`src/rtl/mem_port_arbiter_pkg.sv`:
```
// Shared types for the unified-memory port arbiter.
// Arbiter FSM states, port owner encoding and default timeout.
package mem_port_arbiter_pkg;

    typedef enum logic {
        ARB_IDLE,
        ARB_XFER
    } arb_state_t;

    // Bit position of each owner matches its slot in the request vector.
    typedef enum logic {
        OWNER_C,
        OWNER_D
    } owner_t;

    localparam int ARB_TIMEOUT_DEFAULT = 16;

endpackage

```
`src/rtl/mem_port_arbiter_if.sv`:
```
// Bus bundle between the CPU port, debug port, arbiter and memory.
// slave: arbiter side; master: requesters + memory side.
interface mem_port_arbiter_if #(
    parameter int AW = 32,
    parameter int DW = 32
);
    logic          c_req;
    logic          c_we;
    logic [AW-1:0] c_addr;
    logic [DW-1:0] c_wdata;
    logic          c_gnt;
    logic          c_done;
    logic [DW-1:0] c_rdata;
    logic          c_stall;

    logic          d_req;
    logic          d_we;
    logic [AW-1:0] d_addr;
    logic [DW-1:0] d_wdata;
    logic          d_gnt;
    logic          d_done;
    logic [DW-1:0] d_rdata;

    logic          err;

    logic          mem_req;
    logic          mem_we;
    logic [AW-1:0] mem_addr;
    logic [DW-1:0] mem_wdata;
    logic          mem_ready;
    logic [DW-1:0] mem_rdata;

    modport slave (
        input  c_req, c_we, c_addr, c_wdata,
        input  d_req, d_we, d_addr, d_wdata,
        input  mem_ready, mem_rdata,
        output c_gnt, c_done, c_rdata, c_stall,
        output d_gnt, d_done, d_rdata,
        output err,
        output mem_req, mem_we, mem_addr, mem_wdata
    );

    modport master (
        output c_req, c_we, c_addr, c_wdata,
        output d_req, d_we, d_addr, d_wdata,
        output mem_ready, mem_rdata,
        input  c_gnt, c_done, c_rdata, c_stall,
        input  d_gnt, d_done, d_rdata,
        input  err,
        input  mem_req, mem_we, mem_addr, mem_wdata
    );

endinterface

```
`src/rtl/mem_port_arbiter_rr_pick2.sv`:
```
// Combinational 2-way round-robin picker.
// Ports: req[1:0] (0=CPU, 1=debug), last -> valid, pick.
module mem_port_arbiter_rr_pick2
    import mem_port_arbiter_pkg::*;
(
    input  logic [1:0] req,
    input  owner_t     last,
    output logic       valid,
    output owner_t     pick
);

    always_comb begin
        valid = |req;
        pick  = OWNER_C;
        unique case (req)
            2'b01:   pick = OWNER_C;
            2'b10:   pick = OWNER_D;
            // Tie: whoever was not served last wins.
            2'b11:   pick = (last == OWNER_C) ? OWNER_D : OWNER_C;
            default: pick = OWNER_C;
        endcase
    end

endmodule

```
`src/rtl/mem_port_arbiter.sv`:
```
// Shares one variable-latency memory between the CPU and debug ports.
// Ports: clk, reset (async, active-high), bus (slave modport).
module mem_port_arbiter
    import mem_port_arbiter_pkg::*;
#(
    parameter int AW      = 32,
    parameter int DW      = 32,
    parameter int TIMEOUT = ARB_TIMEOUT_DEFAULT,
    parameter int TW      = 5
) (
    input  logic               clk,
    input  logic               reset,
    mem_port_arbiter_if.slave  bus
);

    localparam bit            TO_EN   = (TIMEOUT != 0);
    localparam logic [TW-1:0] TO_LAST = TW'((TIMEOUT == 0) ? 0 : TIMEOUT - 1);

    arb_state_t    state_q, state_d;
    owner_t        owner_q, owner_d;
    owner_t        last_q, last_d;
    logic [TW-1:0] cnt_q, cnt_d;
    logic          cmd_we_q;
    logic [AW-1:0] cmd_addr_q;
    logic [DW-1:0] cmd_wdata_q;

    logic          pk_valid;
    owner_t        pk_pick;
    logic          load;
    logic          gnt;
    logic          fin;
    logic          to_err;
    logic [DW-1:0] rd;

    mem_port_arbiter_rr_pick2 u_pick (
        .req   ({bus.d_req, bus.c_req}),
        .last  (last_q),
        .valid (pk_valid),
        .pick  (pk_pick)
    );

    always_ff @(posedge clk or posedge reset) begin
        if (reset) begin
            state_q     <= ARB_IDLE;
            owner_q     <= OWNER_C;
            last_q      <= OWNER_D;
            cnt_q       <= '0;
            cmd_we_q    <= 1'b0;
            cmd_addr_q  <= '0;
            cmd_wdata_q <= '0;
        end else begin
            state_q <= state_d;
            owner_q <= owner_d;
            last_q  <= last_d;
            cnt_q   <= cnt_d;
            if (load) begin
                if (pk_pick == OWNER_C) begin
                    cmd_we_q    <= bus.c_we;
                    cmd_addr_q  <= bus.c_addr;
                    cmd_wdata_q <= bus.c_wdata;
                end else begin
                    cmd_we_q    <= bus.d_we;
                    cmd_addr_q  <= bus.d_addr;
                    cmd_wdata_q <= bus.d_wdata;
                end
            end
        end
    end

    always_comb begin
        state_d = state_q;
        owner_d = owner_q;
        last_d  = last_q;
        cnt_d   = cnt_q;
        load    = 1'b0;
        gnt     = 1'b0;
        fin     = 1'b0;
        to_err  = 1'b0;
        rd      = '0;
        unique case (state_q)
            ARB_IDLE: begin
                if (pk_valid) begin
                    gnt     = 1'b1;
                    load    = 1'b1;
                    owner_d = pk_pick;
                    last_d  = pk_pick;
                    cnt_d   = '0;
                    state_d = ARB_XFER;
                end
            end
            ARB_XFER: begin
                // mem_ready beats a coinciding timeout.
                if (bus.mem_ready) begin
                    fin     = 1'b1;
                    rd      = cmd_we_q ? '0 : bus.mem_rdata;
                    cnt_d   = '0;
                    state_d = ARB_IDLE;
                end else if (TO_EN && cnt_q == TO_LAST) begin
                    fin     = 1'b1;
                    to_err  = 1'b1;
                    cnt_d   = '0;
                    state_d = ARB_IDLE;
                end else begin
                    cnt_d = cnt_q + TW'(1);
                end
            end
            default: state_d = ARB_IDLE;
        endcase
    end

    // Grants come straight from the request inputs, so mask them in reset.
    assign bus.c_gnt   = gnt & ~reset & (pk_pick == OWNER_C);
    assign bus.d_gnt   = gnt & ~reset & (pk_pick == OWNER_D);
    assign bus.c_done  = fin & (owner_q == OWNER_C);
    assign bus.d_done  = fin & (owner_q == OWNER_D);
    assign bus.c_rdata = (owner_q == OWNER_C) ? rd : '0;
    assign bus.d_rdata = (owner_q == OWNER_D) ? rd : '0;
    assign bus.c_stall = bus.c_req & ~bus.c_done;
    assign bus.err     = to_err;

    assign bus.mem_req   = (state_q == ARB_XFER);
    assign bus.mem_we    = cmd_we_q;
    assign bus.mem_addr  = cmd_addr_q;
    assign bus.mem_wdata = cmd_wdata_q;

endmodule

```
`src/flat_wrapper.sv`:
```
// flat-port wrapper written by rule: the top's interface ports become plain ports
module mem_port_arbiter_flat import mem_port_arbiter_pkg::*;
#(
    parameter int AW      = 32,
    parameter int DW      = 32,
    parameter int TIMEOUT = ARB_TIMEOUT_DEFAULT,
    parameter int TW      = 5
)
  (clk, reset, bus_c_req, bus_c_we, bus_c_addr, bus_c_wdata, bus_d_req, bus_d_we, bus_d_addr, bus_d_wdata, bus_mem_ready, bus_mem_rdata, bus_c_gnt, bus_c_done, bus_c_rdata, bus_c_stall, bus_d_gnt, bus_d_done, bus_d_rdata, bus_err, bus_mem_req, bus_mem_we, bus_mem_addr, bus_mem_wdata);
  mem_port_arbiter_if #(.AW(AW), .DW(DW)) bus_i ();
  input  logic clk;
  input  logic reset;
  input wire logic [$bits(bus_i.c_req)-1:0] bus_c_req;
  input wire logic [$bits(bus_i.c_we)-1:0] bus_c_we;
  input wire logic [$bits(bus_i.c_addr)-1:0] bus_c_addr;
  input wire logic [$bits(bus_i.c_wdata)-1:0] bus_c_wdata;
  input wire logic [$bits(bus_i.d_req)-1:0] bus_d_req;
  input wire logic [$bits(bus_i.d_we)-1:0] bus_d_we;
  input wire logic [$bits(bus_i.d_addr)-1:0] bus_d_addr;
  input wire logic [$bits(bus_i.d_wdata)-1:0] bus_d_wdata;
  input wire logic [$bits(bus_i.mem_ready)-1:0] bus_mem_ready;
  input wire logic [$bits(bus_i.mem_rdata)-1:0] bus_mem_rdata;
  output wire logic [$bits(bus_i.c_gnt)-1:0] bus_c_gnt;
  output wire logic [$bits(bus_i.c_done)-1:0] bus_c_done;
  output wire logic [$bits(bus_i.c_rdata)-1:0] bus_c_rdata;
  output wire logic [$bits(bus_i.c_stall)-1:0] bus_c_stall;
  output wire logic [$bits(bus_i.d_gnt)-1:0] bus_d_gnt;
  output wire logic [$bits(bus_i.d_done)-1:0] bus_d_done;
  output wire logic [$bits(bus_i.d_rdata)-1:0] bus_d_rdata;
  output wire logic [$bits(bus_i.err)-1:0] bus_err;
  output wire logic [$bits(bus_i.mem_req)-1:0] bus_mem_req;
  output wire logic [$bits(bus_i.mem_we)-1:0] bus_mem_we;
  output wire logic [$bits(bus_i.mem_addr)-1:0] bus_mem_addr;
  output wire logic [$bits(bus_i.mem_wdata)-1:0] bus_mem_wdata;
  assign bus_i.c_req = bus_c_req;
  assign bus_i.c_we = bus_c_we;
  assign bus_i.c_addr = bus_c_addr;
  assign bus_i.c_wdata = bus_c_wdata;
  assign bus_i.d_req = bus_d_req;
  assign bus_i.d_we = bus_d_we;
  assign bus_i.d_addr = bus_d_addr;
  assign bus_i.d_wdata = bus_d_wdata;
  assign bus_i.mem_ready = bus_mem_ready;
  assign bus_i.mem_rdata = bus_mem_rdata;
  assign bus_c_gnt = bus_i.c_gnt;
  assign bus_c_done = bus_i.c_done;
  assign bus_c_rdata = bus_i.c_rdata;
  assign bus_c_stall = bus_i.c_stall;
  assign bus_d_gnt = bus_i.d_gnt;
  assign bus_d_done = bus_i.d_done;
  assign bus_d_rdata = bus_i.d_rdata;
  assign bus_err = bus_i.err;
  assign bus_mem_req = bus_i.mem_req;
  assign bus_mem_we = bus_i.mem_we;
  assign bus_mem_addr = bus_i.mem_addr;
  assign bus_mem_wdata = bus_i.mem_wdata;
  mem_port_arbiter #(.AW(AW), .DW(DW), .TIMEOUT(TIMEOUT), .TW(TW)) u_core (.clk(clk), .reset(reset), .bus(bus_i));
endmodule
```
`config.mk`:
```
export PLATFORM = sky130hd
export DESIGN_NAME = mem_port_arbiter_flat
export DESIGN_NICKNAME = d
export VERILOG_FILES = /design/src/rtl/mem_port_arbiter_pkg.sv /design/src/rtl/mem_port_arbiter_if.sv /design/src/rtl/mem_port_arbiter_rr_pick2.sv /design/src/rtl/mem_port_arbiter.sv /design/src/flat_wrapper.sv
export SDC_FILE = /design/constraint.sdc
export NUM_CORES = 1
export LEC_CHECK = 0
export ABC_AREA = 1
export CAP_MARGIN = 20
export CELL_PAD_IN_SITES_DETAIL_PLACEMENT = 1
export CELL_PAD_IN_SITES_GLOBAL_PLACEMENT = 2
export CORE_MARGIN = 8
export CORE_UTILIZATION = 16
export DETAILED_ROUTE_END_ITERATION = 16
export PLACE_DENSITY = 0.87
export SLEW_MARGIN = 20
export SYNTH_ARGS = -nofsm -noshare
export SYNTH_HDL_FRONTEND = slang
export SYNTH_HIERARCHICAL = 1
export SYNTH_SLANG_ARGS = --single-unit
```
`constraint.sdc`:
```
create_clock -name clk -period 3.46 [get_ports clk]
set_clock_uncertainty 0.2 [all_clocks]
set_input_delay 1.038 -clock clk [delete_from_list [all_inputs] [get_ports clk]]
set_output_delay 1.038 -clock clk [all_outputs]
set_load 0.05 [all_outputs]
```
Word-level counts from Yosys, hierarchy flattened
Index checks and enable logic that the tools add are counted.

storage, ports and cells
  register bits after elaboration = 73
  input port bits = 167
  logic and storage cells = 49
  output and inout bits = 136

operators by class
  multiplexer cells = 24
  bitwise logic cells = 11
  reductions and logical operators = 2
  add/sub/neg operators = 1
  equal/unequal tests = 4

operators by type and width
  kind                 count
  $mux 32              7
  $mux 5               3
  $mux 1               11
  $pmux 5 s2           1
  $and 1x1->1          6
  $add 5x1->5 const B  1
  $eq 5x4->1 const B   1
  $not 1->1            5
  $eq 2x2->1 const B   2
  $pmux 1 s2           2
  $ne 2x1->1 const B   1
  $reduce_and 2->1     1
  $reduce_or 2->1      1

Depth between registers and ports, before layout
Gate-level depths: netlist of run 1.

  depth after elaboration = 7
  gate-level depth with buffers = 8
  mapped depth without buffers = 6

Cells and area by module
The synthesis of run 1 kept the hierarchy.

modules (own cells, without submodules)
  module                     instances  area an instance (um^2)  sequential area each (um^2)  cells each
  mem_port_arbiter           1          3,882.5                  1,828.0                      517
  mem_port_arbiter_rr_pick2  1          15.0                     0.0                          3

Worst setup path before layout of run 1
OpenSTA, ideal clock, no wires.

  path kind = input port to output port
  start point = input bus_d_req
  end point = output bus_c_gnt
  arrival time = 2,560 ps
  slack = -338 ps
  path buffers = 1
  stages = 6
  data required time = 2,222 ps
  cells stage by stage = or2_1 > inv_1 > nor2_4 > inv_2 > buf_2 > nor3_1

between the ends
  word-level cells in the longest chain between the ends = 5
  elaborated cells between the ends (all ways) = 9
  those cells by class = eq/ne: 2; mux: 3; bitwise: 3; reduce/logical: 1

ends and longest elaborated chain
  what             line                             source
  start, declared  flat_wrapper.sv:17               input wire logic [$bits(bus_i.d_req)-1:0] bus_d_req;
  $reduce_or 2->1  mem_port_arbiter_rr_pick2.sv:13  valid = |req;
  $mux 1           mem_port_arbiter.sv:82           if (pk_valid) begin
  $mux 1           mem_port_arbiter.sv:80           unique case (state_q)
  $and 1x1->1      mem_port_arbiter.sv:112          assign bus.c_gnt = gnt & ~reset & (pk_pick == OWNER_C);
  $and 1x1->1 (*)  mem_port_arbiter.sv:112
  end, declared    flat_wrapper.sv:23               output wire logic [$bits(bus_i.c_gnt)-1:0] bus_c_gnt;

Every way passes the cells marked *; elsewhere a longest branch is shown, timed or not.

Final worst setup path of run 1
  start point = input bus_mem_rdata[29]
  end point = output bus_d_rdata[29]

between the ends
  word-level cells in the longest chain between the ends = 4

ends and longest elaborated chain
  what             line                     source
  start, declared  flat_wrapper.sv:22       input wire logic [$bits(bus_i.mem_rdata)-1:0] bus_mem_rdata;
  $mux 32          mem_port_arbiter.sv:95   rd = cmd_we_q ? '0 : bus.mem_rdata;
  $mux 32          mem_port_arbiter.sv:93   if (bus.mem_ready) begin
  $mux 32          mem_port_arbiter.sv:80
  $mux 32          mem_port_arbiter.sv:117  assign bus.d_rdata = (owner_q == OWNER_D) ? rd : '0;
  end, declared    flat_wrapper.sv:29       output wire logic [$bits(bus_i.d_rdata)-1:0] bus_d_rdata;

Every way passes these cells.

==> results by group, run 1 <==
Worst setup path
  • Reg-to-reg setup timing slack: 1.51 ns
  • CP Capture Type: primary output
  • CP Data Required Time: 2.22 ns
  • Critical Path End: bus_d_rdata[29]
  • Worst R2R End: u_core/bus.mem_we$_DFFE_PP0N_
  • Critical Path Start: bus_mem_rdata[29]
  • Crit path kind: input pin to primary output
  • Worst Path Max Fanout: 2
  • Reg2reg path depth: 5
  • Crit start category: input pin
  • WP data arrival: 2.13 ns
  • Reg2reg start: u_core/bus.mem_req$_DFF_PP0_

Placed design
  • PortBufs: 302
  • DP HPWL: 16.6 mm
  • Placed cells: 1173
  • Final RePlAce weighted congestion: 0.784

Clocking
  • CTS sink cnt: 73
  • Num CTS Buffers: 9
  • Clock transition at the registers of the reported paths: 0.06 ns
  • CTS tree: yes
  • # H-tree levels: 3
  • Clk root buf: clkbuf_16
  • Clk buf depth: 2
  • Worst-skew pair later-pin latency: 0.34 ns

Synth
  • Syn Nets: 688
  • Synthesized area: 3900 um^2
  • Synth Area in Adders: 0.321%
  • Yosys warning count: 6
  • Synth Area in Simple Gates: 24.2%
  • Xor/xnor share of the synthesized area: 0.449%
  • Mux share of post-synthesis cell area: 0%
  • Mapped Cells: 520
  • Syn Area/Cell: 7.50 um^2
  • Largest family of logic cells by synthesized area: simple AND/OR/NAND/NOR gates
  • Synth Area in Compound Gates: 17.5%
  • #FFs+latches synth: 73
  • Distinct cells, synth: 25
  • Register area share after synthesis: 46.9%

Global route
  • Vias in the first global route: 5731
  • Initial antenna violation count: 1
  • Tot GR Track Use: 15.3%
  • First-pass GRT wire length: 34.6 mm
  • Largest net degree at the start of global routing: 67
  • Global route overflow: 0

Route
  • DRC Markers: 0
  • ANT nets after route: 0
  • Vias: 5118
  • Routed vias/inst: 4.28
  • Drt wl/cell: 19.5 um
  • Starting DRC count in detailed routing: 217
  • Post-Route WL: 23.4 mm
  • Pre-antenna DRT Iters: 4

Final layout
  • Share of cells above drive strength 1: 23.8%
  • Reg area: 1830 um^2
  • # nets final: 1036
  • Non-filler cells in the finished layout: 1197
  • Area Growth Syn to Fin: 131%
  • # diodes: 0
  • Area of the multi-input gates: 1870 um^2
  • Fill count: 2830

Die
  • DIE AREA: 29600 um^2
  • Core area: 24100 um^2
  • Io pins: 303
  • Die height: 172 um
  • Die W: 172 um
  • Initial Util: 16.2%
  • Rows: 57

Power
  • Clock group share of total power: 16.8%
  • Seq pwr share: 22.3%
  • Pwr per Cell Area: 686 nW/um^2
  • Switching share of total power: 48.8%
  • Total Power: 0.00618 W
  • Logic pwr share: 60.9%
  • Maximum VDD drop: 0.381 mV
  • Leakage power: 3.83 nW
  • Internal power: 0.00317 W
  • Net Switching: 0.00302 W

Timing
  • Hold Slack: 0.281 ns
  • Unrepaired setup endpoints after global routing: no
  • Worst slew pin tran: 0.811 ns
  • FMAX: 297 MHz
  • Crit share post-route: 97.4%
  • Fin crit period: 3.37 ns
  • Slew headroom: 46.0%
  • Setup violations, final: 0
  • Max Slew Vio Count: 0
  • Final hold vios: 0

Outcome
  • Status: finished clean

Run
  • Max Cap Viol: 0

Min path
  • Hold WC Path Type: flip-flop to flip-flop
  • Hold_sp: u_core/bus.mem_addr[17]$_DFFE_PP0N_
[flip-flops by register name, summed over array words and instances (netlist names)]
| name | count |
|---|---|
| u_core/bus.mem_addr | 32 |
| u_core/bus.mem_req | 1 |
| u_core/bus.mem_we | 1 |
| u_core/bus.mem_wdata | 32 |
| u_core/cnt_q | 5 |
| u_core/last_q | 1 |
| u_core/owner_q | 1 |
[critical path, cell delays in order]
cell	delay, ns
clkdlybuf4s50_1	0.48
inv_1	0.08
nor3_1	0.24
buf_4	0.17
buf_12	0.12
[power groups by stage]
stage	clock [W]	sequential (W)	combinational [W]
after CTS	0.00108	0.00138	0.00377
after detailed placement	0	0.00139	0.00364
after global placement	0	0.00137	0.00361
after floorplan	0	0.00248	0.000970
final	0.00104	0.00138	0.00377
after global routing	0.00111	0.00143	0.00396
[what timing repair did]
action | in CTS | in global routing
cloned | 4 | 0
setup endpoints to repair | 69 | 42
gates resized for setup | 24 | 12
pin swaps | 4 | 0
buffers inserted | 4 | 0
hold buffers | 0 | 0
[per-layer routing]
metal | part of all wire, % | global-route usage, %
met4 | 2.1 | 4.57
met5 | 0.051 | 0
met2 | 49 | 27.6
met3 | 9.5 | 5.50
met1 | 39 | 16.6
[cell families after synthesis]
family | Yosys count
buffers and inverters | 87
xor gates and xnor gates | 2
DFF | 73
and+or+nand+nor | 221
adders and majority gates | 1
AOI/OAI and AO/OA | 136
[cells in the mapped netlist]
library cell / count / area, um^2
a21oi_1: 2 / 10.0
buf_2: 17 / 85.1
buf_4: 7 / 52.6
buf_6: 5 / 56.3
clkbuf_1: 11 / 41.3
clkbuf_2: 1 / 5.00
dfrtp_1: 72 / 1800
dfstp_2: 1 / 26.3
ha_1: 1 / 12.5
inv_1: 43 / 161
inv_2: 3 / 11.3
nand2_1: 79 / 297
nand3_1: 4 / 20.0
nand3_2: 1 / 10.0
nand4_1: 1 / 6.26
nor2_1: 69 / 259
nor2_4: 1 / 11.3
nor3_1: 63 / 315
nor3_2: 2 / 20.0
o21ai_0: 62 / 310
o21ai_1: 71 / 355
o22ai_1: 1 / 6.26
or2_1: 1 / 6.26
xnor2_1: 1 / 8.76
xor2_1: 1 / 8.76
[placed cells by master (no fill, tap or decap), drive strengths merged]
cell type	instances
dfstp	1
nand2	79
nor3	65
nand4	1
clkbuf	11
buf	145
inv	45
xor2	1
clkinv	3
o22ai	1
clkinvlp	2
dfrtp	72
bufinv	2
or2	1
xnor2	1
a21oi	2
nand3	5
ha	1
nor2	70
clkdlybuf4s50	229
o21ai	133
dlygate4sd2	2
bufbuf	1
[layout make-up]
type | instances | share of cell area (%)
Multi-Input combinational cell | 360 | 20.7
Sequential cell | 73 | 20.3
Clock inverter | 6 | 1.03
Inverter | 46 | 1.93
Tap cell | 324 | 4.50
Clock buffer | 10 | 2.54
Timing Repair Buffer | 378 | 49.0
[how the worst min path moves through the flow]
| stage | endpoint | slack (ns) | cells past startpoint |
|---|---|---|---|
| after floorplan | u_core/last_q$_DFFE_PP1N_ | 0.24 | 2 |
| after global placement | u_core/bus.mem_addr[17]$_DFFE_PP0N_ | 0.26 | 2 |
| after detailed placement | u_core/bus.mem_addr[17]$_DFFE_PP0N_ | 0.27 | 2 |
| after CTS | u_core/bus.mem_addr[17]$_DFFE_PP0N_ | 0.29 | 2 |
| after global routing | u_core/bus.mem_addr[17]$_DFFE_PP0N_ | 0.31 | 2 |
| final | u_core/bus.mem_addr[17]$_DFFE_PP0N_ | 0.28 | 2 |
[stage by stage]
stage	util, %	TNS (ns)	cell area (um^2)	setup WS (ns)
floorplan	-	-10.41	3960	-0.214
global route	37.4	0	9000	0.0367
detailed placement	34.9	-6.05	8400	-0.162
finish	37.4	0	9000	0.0909
global placement	34.9	-3.18	8400	-0.102
CTS	37.2	0	8960	0.0303
No activity file was read; power rests on OpenSTA's default activity.
==> run 2: changes to the inputs <==
- CTS_CLUSTER_SIZE: unset -> 8
- RECOVER_POWER: unset -> 50
==> run 2 against run 1 <==
Against the previous run:
- the run now ends with max-capacitance violations, max-slew violations left
- die area did not move
- power fell by 0.46%
- first-iteration DRC count fell by 3.7%
- sequential power barely moved
- routed wire length rose by 0.15%
- cell count did not move
- utilization fell by 0.052 points
- via count rose by 0.23%
- global-route usage did not move
- critical endpoint unchanged
- highest routed layer unchanged
==> results by group, run 2 (synthesized netlist as in run 1, its figures left out) <==
Outcome
  • Status: finished with violations
  • Failing checks: max-capacitance violations, max-slew violations

Timing
  • Max Slew Vio Count: 67
  • FMAX: 297 MHz
  • Slew headroom: -3.13%
  • Unrepaired setup endpoints after global routing: no
  • Final hold vios: 0
  • Post-layout worst setup margin: 0.0926 ns
  • Worst slew pin tran: 1.55 ns
  • Setup violations, final: 0
  • Fin crit period: 3.37 ns
  • Crit share post-route: 97.3%

Route
  • Vias: 5130
  • Post-Route WL: 23.4 mm
  • Drt wl/cell: 19.5 um
  • Pre-antenna DRT Iters: 4
  • DRC Markers: 0
  • Starting DRC count in detailed routing: 209
  • ANT nets after route: 0
  • Routed vias/inst: 4.29

Global route
  • Initial antenna violation count: 1
  • Tot GR Track Use: 15.3%
  • Largest net degree at the start of global routing: 67
  • Global route overflow: 0
  • Vias in the first global route: 5731
  • First-pass GRT wire length: 34.6 mm

Worst setup path
  • CP Capture Type: primary output
  • Crit start category: input pin
  • WP data arrival: 2.13 ns
  • Crit path kind: input pin to primary output
  • Reg-to-reg setup timing slack: 1.03 ns
  • CP Data Required Time: 2.22 ns
  • Worst Path Max Fanout: 2

Clocking
  • Clock transition at the registers of the reported paths: 0.06 ns
  • # H-tree levels: 3
  • Hold-fix buffers, CTS: 0
  • Worst-skew pair later-pin latency: 0.34 ns
  • Clk buf depth: 2
  • Clk root buf: clkbuf_16
  • CTS tree: yes
  • CTS sink cnt: 73
  • Num CTS Buffers: 9

Final layout
  • Cell area after layout: 8990 um^2
  • Non-filler cells in the finished layout: 1197
  • Share of cells above drive strength 1: 23.5%
  • # diodes: 0
  • Area Growth Syn to Fin: 131%
  • Commonest cells after routing, fill and taps aside: clkdlybuf4s50_1, o21ai_0, nand2_1
  • # nets final: 1036
  • Most common cell after layout, fill and taps aside: clkdlybuf4s50_1

Run
  • Max Cap Viol: 2

Min path
  • Hold WC Path Type: flip-flop to flip-flop

Power
  • Net Switching: 0.00300 W
  • Logic pwr share: 60.7%
  • Switching share of total power: 48.8%
  • Leakage power: 3.81 nW
  • Maximum VDD drop: 0.380 mV
  • Internal power: 0.00315 W
  • Seq pwr share: 22.4%
  • Clock group share of total power: 16.9%
  • Pwr per Cell Area: 684 nW/um^2

Die
  • Rows: 57
  • DIE AREA: 29600 um^2
  • Die height: 172 um
  • Initial Util: 16.2%
  • Core area: 24100 um^2
  • Die W: 172 um
  • Io pins: 303

Placed design
  • Final RePlAce weighted congestion: 0.784
  • Place WS: -0.162 ns
  • Placed Area: 8400 um^2
  • PortBufs: 302
  • Placed cells: 1173
  • DP HPWL: 16.6 mm
[run 2: cell count changes in the layout (fill, tap and decap cells not counted), moves of 2 or more]
cell,before,now
clkbuf_2,1,3
clkbuf_1,1,3
o21ai_1,71,23
o21ai_0,62,110
buf_4,69,65
[run 2: what timing repair did]
item	in CTS	in global routing
pin swaps	4	0
endpoints found under the setup margin	69	42
endpoints found under the hold margin	0	0
gates cloned	4	0
gates resized for setup	24	12
setup buffers	4	0
[run 2: cell type report]
| class | instances | area (um^2) |
|---|---|---|
| flip-flops and latches | 73 | 1830 |
| inverters | 46 | 174 |
| fillers | 2832 | 15100 |
| clock inverters | 6 | 92.6 |
| clock buffers | 10 | 229 |
| multi-input cells | 360 | 1870 |
| repair buffers | 378 | 4400 |
| well taps | 324 | 405 |
[run 2: final timing paths]
path / from / end / depth (start not counted)
worst max register to register: u_core/bus.mem_req$_DFF_PP0_ / u_core/bus.mem_addr[9]$_DFFE_PP0N_ / 5
worst min register to register: u_core/bus.mem_addr[17]$_DFFE_PP0N_ / u_core/bus.mem_addr[17]$_DFFE_PP0N_ / 2
min in group asynchronous: reset / u_core/cnt_q[2]$_DFFE_PP0P_ / 2
worst min-delay path: u_core/bus.mem_addr[17]$_DFFE_PP0N_ / u_core/bus.mem_addr[17]$_DFFE_PP0N_ / 2
worst max-delay path: bus_mem_rdata[29] / bus_d_rdata[29] / 5
max in group asynchronous: reset / u_core/bus.mem_wdata[26]$_DFFE_PP0N_ / 3
[run 2: per-layer routing]
metal / global-route usage, % / part of all wire, % / up-vias
met2: 27.6 / 49 / 221
li1: - / - / 2390
met1: 16.6 / 39 / 2492
met4: 4.57 / 2.1 / 2
met3: 5.50 / 9.4 / 25
met5: 0 / 0.051 / -
[run 2: power groups by stage]
stage                     combinational, W  clock [W]  sequential, W
after floorplan                   0.000970          0        0.00248
after global placement             0.00361          0        0.00137
final                              0.00374    0.00104        0.00138
after detailed placement           0.00364          0        0.00139
after CTS                          0.00377    0.00108        0.00138
after global routing               0.00393    0.00111        0.00143
[run 2: per-stage QoR]
stage / utilization [%] / hold WS, ns / power [W] / setup TNS, ns
floorplan: - / 0.243 / 0.00345 / -10.41
global placement: 34.9 / 0.265 / 0.00497 / -3.18
detailed placement: 34.9 / 0.273 / 0.00503 / -6.05
CTS: 37.2 / 0.287 / 0.00624 / 0
global route: 37.3 / 0.308 / 0.00647 / 0
finish: 37.3 / 0.281 / 0.00615 / 0
[run 2: critical path, cell delays in order]
cell and delay, ns:
clkdlybuf4s50_1 0.48, inv_1 0.08, nor3_1 0.24, buf_4 0.17, buf_12 0.12
==> run 3: changes to the inputs <==
- CORE_MARGIN: 8 -> 4
==> run 3 against run 2 <==
Against the previous run:
- the run now ends clean
- setup slack got worse by 0.073 ns
- global-route usage shrank 0.053 points
- worst hold slack better by 0.0022 ns
- non-clock buffer count stayed put
- power fell by 0.47%
- cell count fell by 0.50%
- sequential cell count did not move
- sequential share of layout area barely moved
- critical path depth rose by 2
- sequential power hardly changed
- via count down 1.6%
- cell area about the same
- critical endpoint unchanged
- highest routed layer unchanged
==> results by group, run 3 (synthesized netlist as in run 1, its figures left out) <==
Outcome
  • Status: finished clean

Power
  • Pwr per Cell Area: 681 nW/um^2
  • Maximum VDD drop: 0.291 mV
  • Leakage power: 3.83 nW

Run
  • Max Cap Viol: 0

Placed design
  • Placed Area: 8390 um^2
  • Place WS: -0.214 ns
  • DP HPWL: 15.2 mm
  • Final RePlAce weighted congestion: 0.733
  • PortBufs: 302

Die
  • Die W: 164 um
  • Core area: 23700 um^2
  • Io pins: 303
  • Initial Util: 16.5%
  • Die height: 164 um
  • DIE AREA: 26900 um^2
  • Rows: 56

Worst setup path
  • Worst Path Max Fanout: 16
  • Crit path kind: input pin to primary output
  • Worst R2R End: u_core/bus.mem_wdata[2]$_DFFE_PP0N_
  • Reg-to-reg setup timing slack: 1.11 ns
  • CP Data Required Time: 2.22 ns
  • Reg2reg path depth: 5
  • CP Capture Type: primary output
  • WP data arrival: 2.20 ns
  • Reg2reg start: u_core/bus.mem_req$_DFF_PP0_
  • Crit start category: input pin

Global route
  • First-pass GRT wire length: 32.0 mm
  • Tot GR Track Use: 15.3%
  • Global route overflow: 0
  • Initial antenna violation count: 1
  • Vias in the first global route: 5565
  • Largest net degree at the start of global routing: 67

Clocking
  • Clk buf depth: 2
  • CTS tree: yes
  • CTS sink cnt: 73
  • Num CTS Buffers: 9
  • Worst-skew pair later-pin latency: 0.34 ns
  • Clk root buf: clkbuf_16
  • Clock transition at the registers of the reported paths: 0.06 ns
  • # H-tree levels: 3

Min path
  • Hold WC Path Type: flip-flop to flip-flop
  • Hold_sp: u_core/bus.mem_addr[18]$_DFFE_PP0N_
  • Worst hold endpoint: u_core/bus.mem_addr[18]$_DFFE_PP0N_
  • Worst hold path stage count: 2

Route
  • Drt wl/cell: 18.0 um
  • Routed vias/inst: 4.24
  • Post-Route WL: 21.4 mm
  • Starting DRC count in detailed routing: 156
  • DRC Markers: 0
  • Pre-antenna DRT Iters: 4
  • ANT nets after route: 0
  • Vias: 5050

Final layout
  • # nets final: 1036
  • # diodes: 0
  • Cell area after layout: 9000 um^2
  • Post-layout util: 38.0%
  • Area Growth Syn to Fin: 131%
  • Most common cell after layout, fill and taps aside: clkdlybuf4s50_1
  • Share of cells above drive strength 1: 23.4%
  • Commonest cells after routing, fill and taps aside: clkdlybuf4s50_1, o21ai_0, nand2_1

Timing
  • Post-layout worst setup margin: 0.0199 ns
  • Slew headroom: 6.60%
  • Setup violations, final: 0
  • Crit share post-route: 99.4%
  • Fin crit period: 3.44 ns
  • Worst slew pin tran: 1.40 ns
  • Final hold vios: 0
  • Max Slew Vio Count: 0
  • FMAX: 291 MHz
==> run 3: changes by cell type in the layout (fill, tap and decap cells not counted), moves of 2 or more <==
cell      previous run  this run
o21ai_0            110       105
o21ai_1             23        28
clkbuf_1             3         0
buf_4               65        63
clkinv_4             2         0
==> run 3: worst max-delay path, cell delays in order <==
cell and delay (ns):
clkdlybuf4s15_1 0.23, nand3_4 0.14, buf_12 0.17, buf_16 0.16
nor3_1 0.17, buf_4 0.16, buf_12 0.12
==> run 3: worst max-delay path by stage <==
stage / slack, ns / cells after the start / start / to
5_1_grt: -0.03 / 7 / bus_mem_ready / bus_d_rdata[29]
4_1_cts: 0.03 / 7 / bus_mem_ready / bus_d_rdata[9]
2_1_floorplan: -0.21 / 3 / bus_mem_ready / bus_c_rdata[14]
3_5_place_dp: -0.21 / 6 / bus_mem_ready / bus_c_rdata[1]
6_report: 0.02 / 7 / bus_mem_ready / bus_d_rdata[29]
3_3_place_gp: -0.17 / 6 / bus_mem_ready / bus_c_rdata[1]
==> run 3: area by class of cell <==
type                       instances  area (um^2)
inverter                          46          174
sequential                        73         1830
fill                            2751        14700
multi-input combinational        360         1860
clock inverter                     5         80.1
timing repair buffer             378         4410
tap                              319          399
clock buffer                      10          239
==> run 3: per-stage QoR <==
| step | cells | setup TNS, ns | hold WS (ns) | power (W) |
|---|---|---|---|---|
| after floorplan | 520 | -10.41 | 0.243 | 0.00345 |
| after global placement | 1168 | -3.23 | 0.264 | 0.00496 |
| after detailed placement | 1168 | -6.72 | 0.277 | 0.00501 |
| after CTS | 1191 | 0 | 0.293 | 0.00622 |
| after global routing | 1191 | -0.0374 | 0.306 | 0.00645 |
| final | 1191 | 0 | 0.283 | 0.00612 |
==> run 3: power by group <==
| group | switching [W] | internal, W |
|---|---|---|
| Clock | 0.000391 | 0.000647 |
| Combinational | 0.00237 | 0.00134 |
| Sequential | 0.000194 | 0.00118 |
==> run 3: repair_timing <==
action / CTS / global route
endpoints found under the setup margin: 67 / 37
resized for setup: 15 / 19
endpoints found under the hold margin: 0 / 0
hold buffers: 0 / 0
cloned: 4 / 0
setup buffers: 4 / 0
pin swaps: 4 / 0
==> run 3: routing by layer <==
layer  share of wire, %  track usage, %  routed length [um]  vias to the layer above
met3                8.6            4.89                1850                       21
li1                   -               -                   -                     2391
met4                1.6            4.73                 343                        2
met5              0.051               0                  11                        -
met1                 39            17.2                8400                     2421
met2                 50            27.5               10800                      215
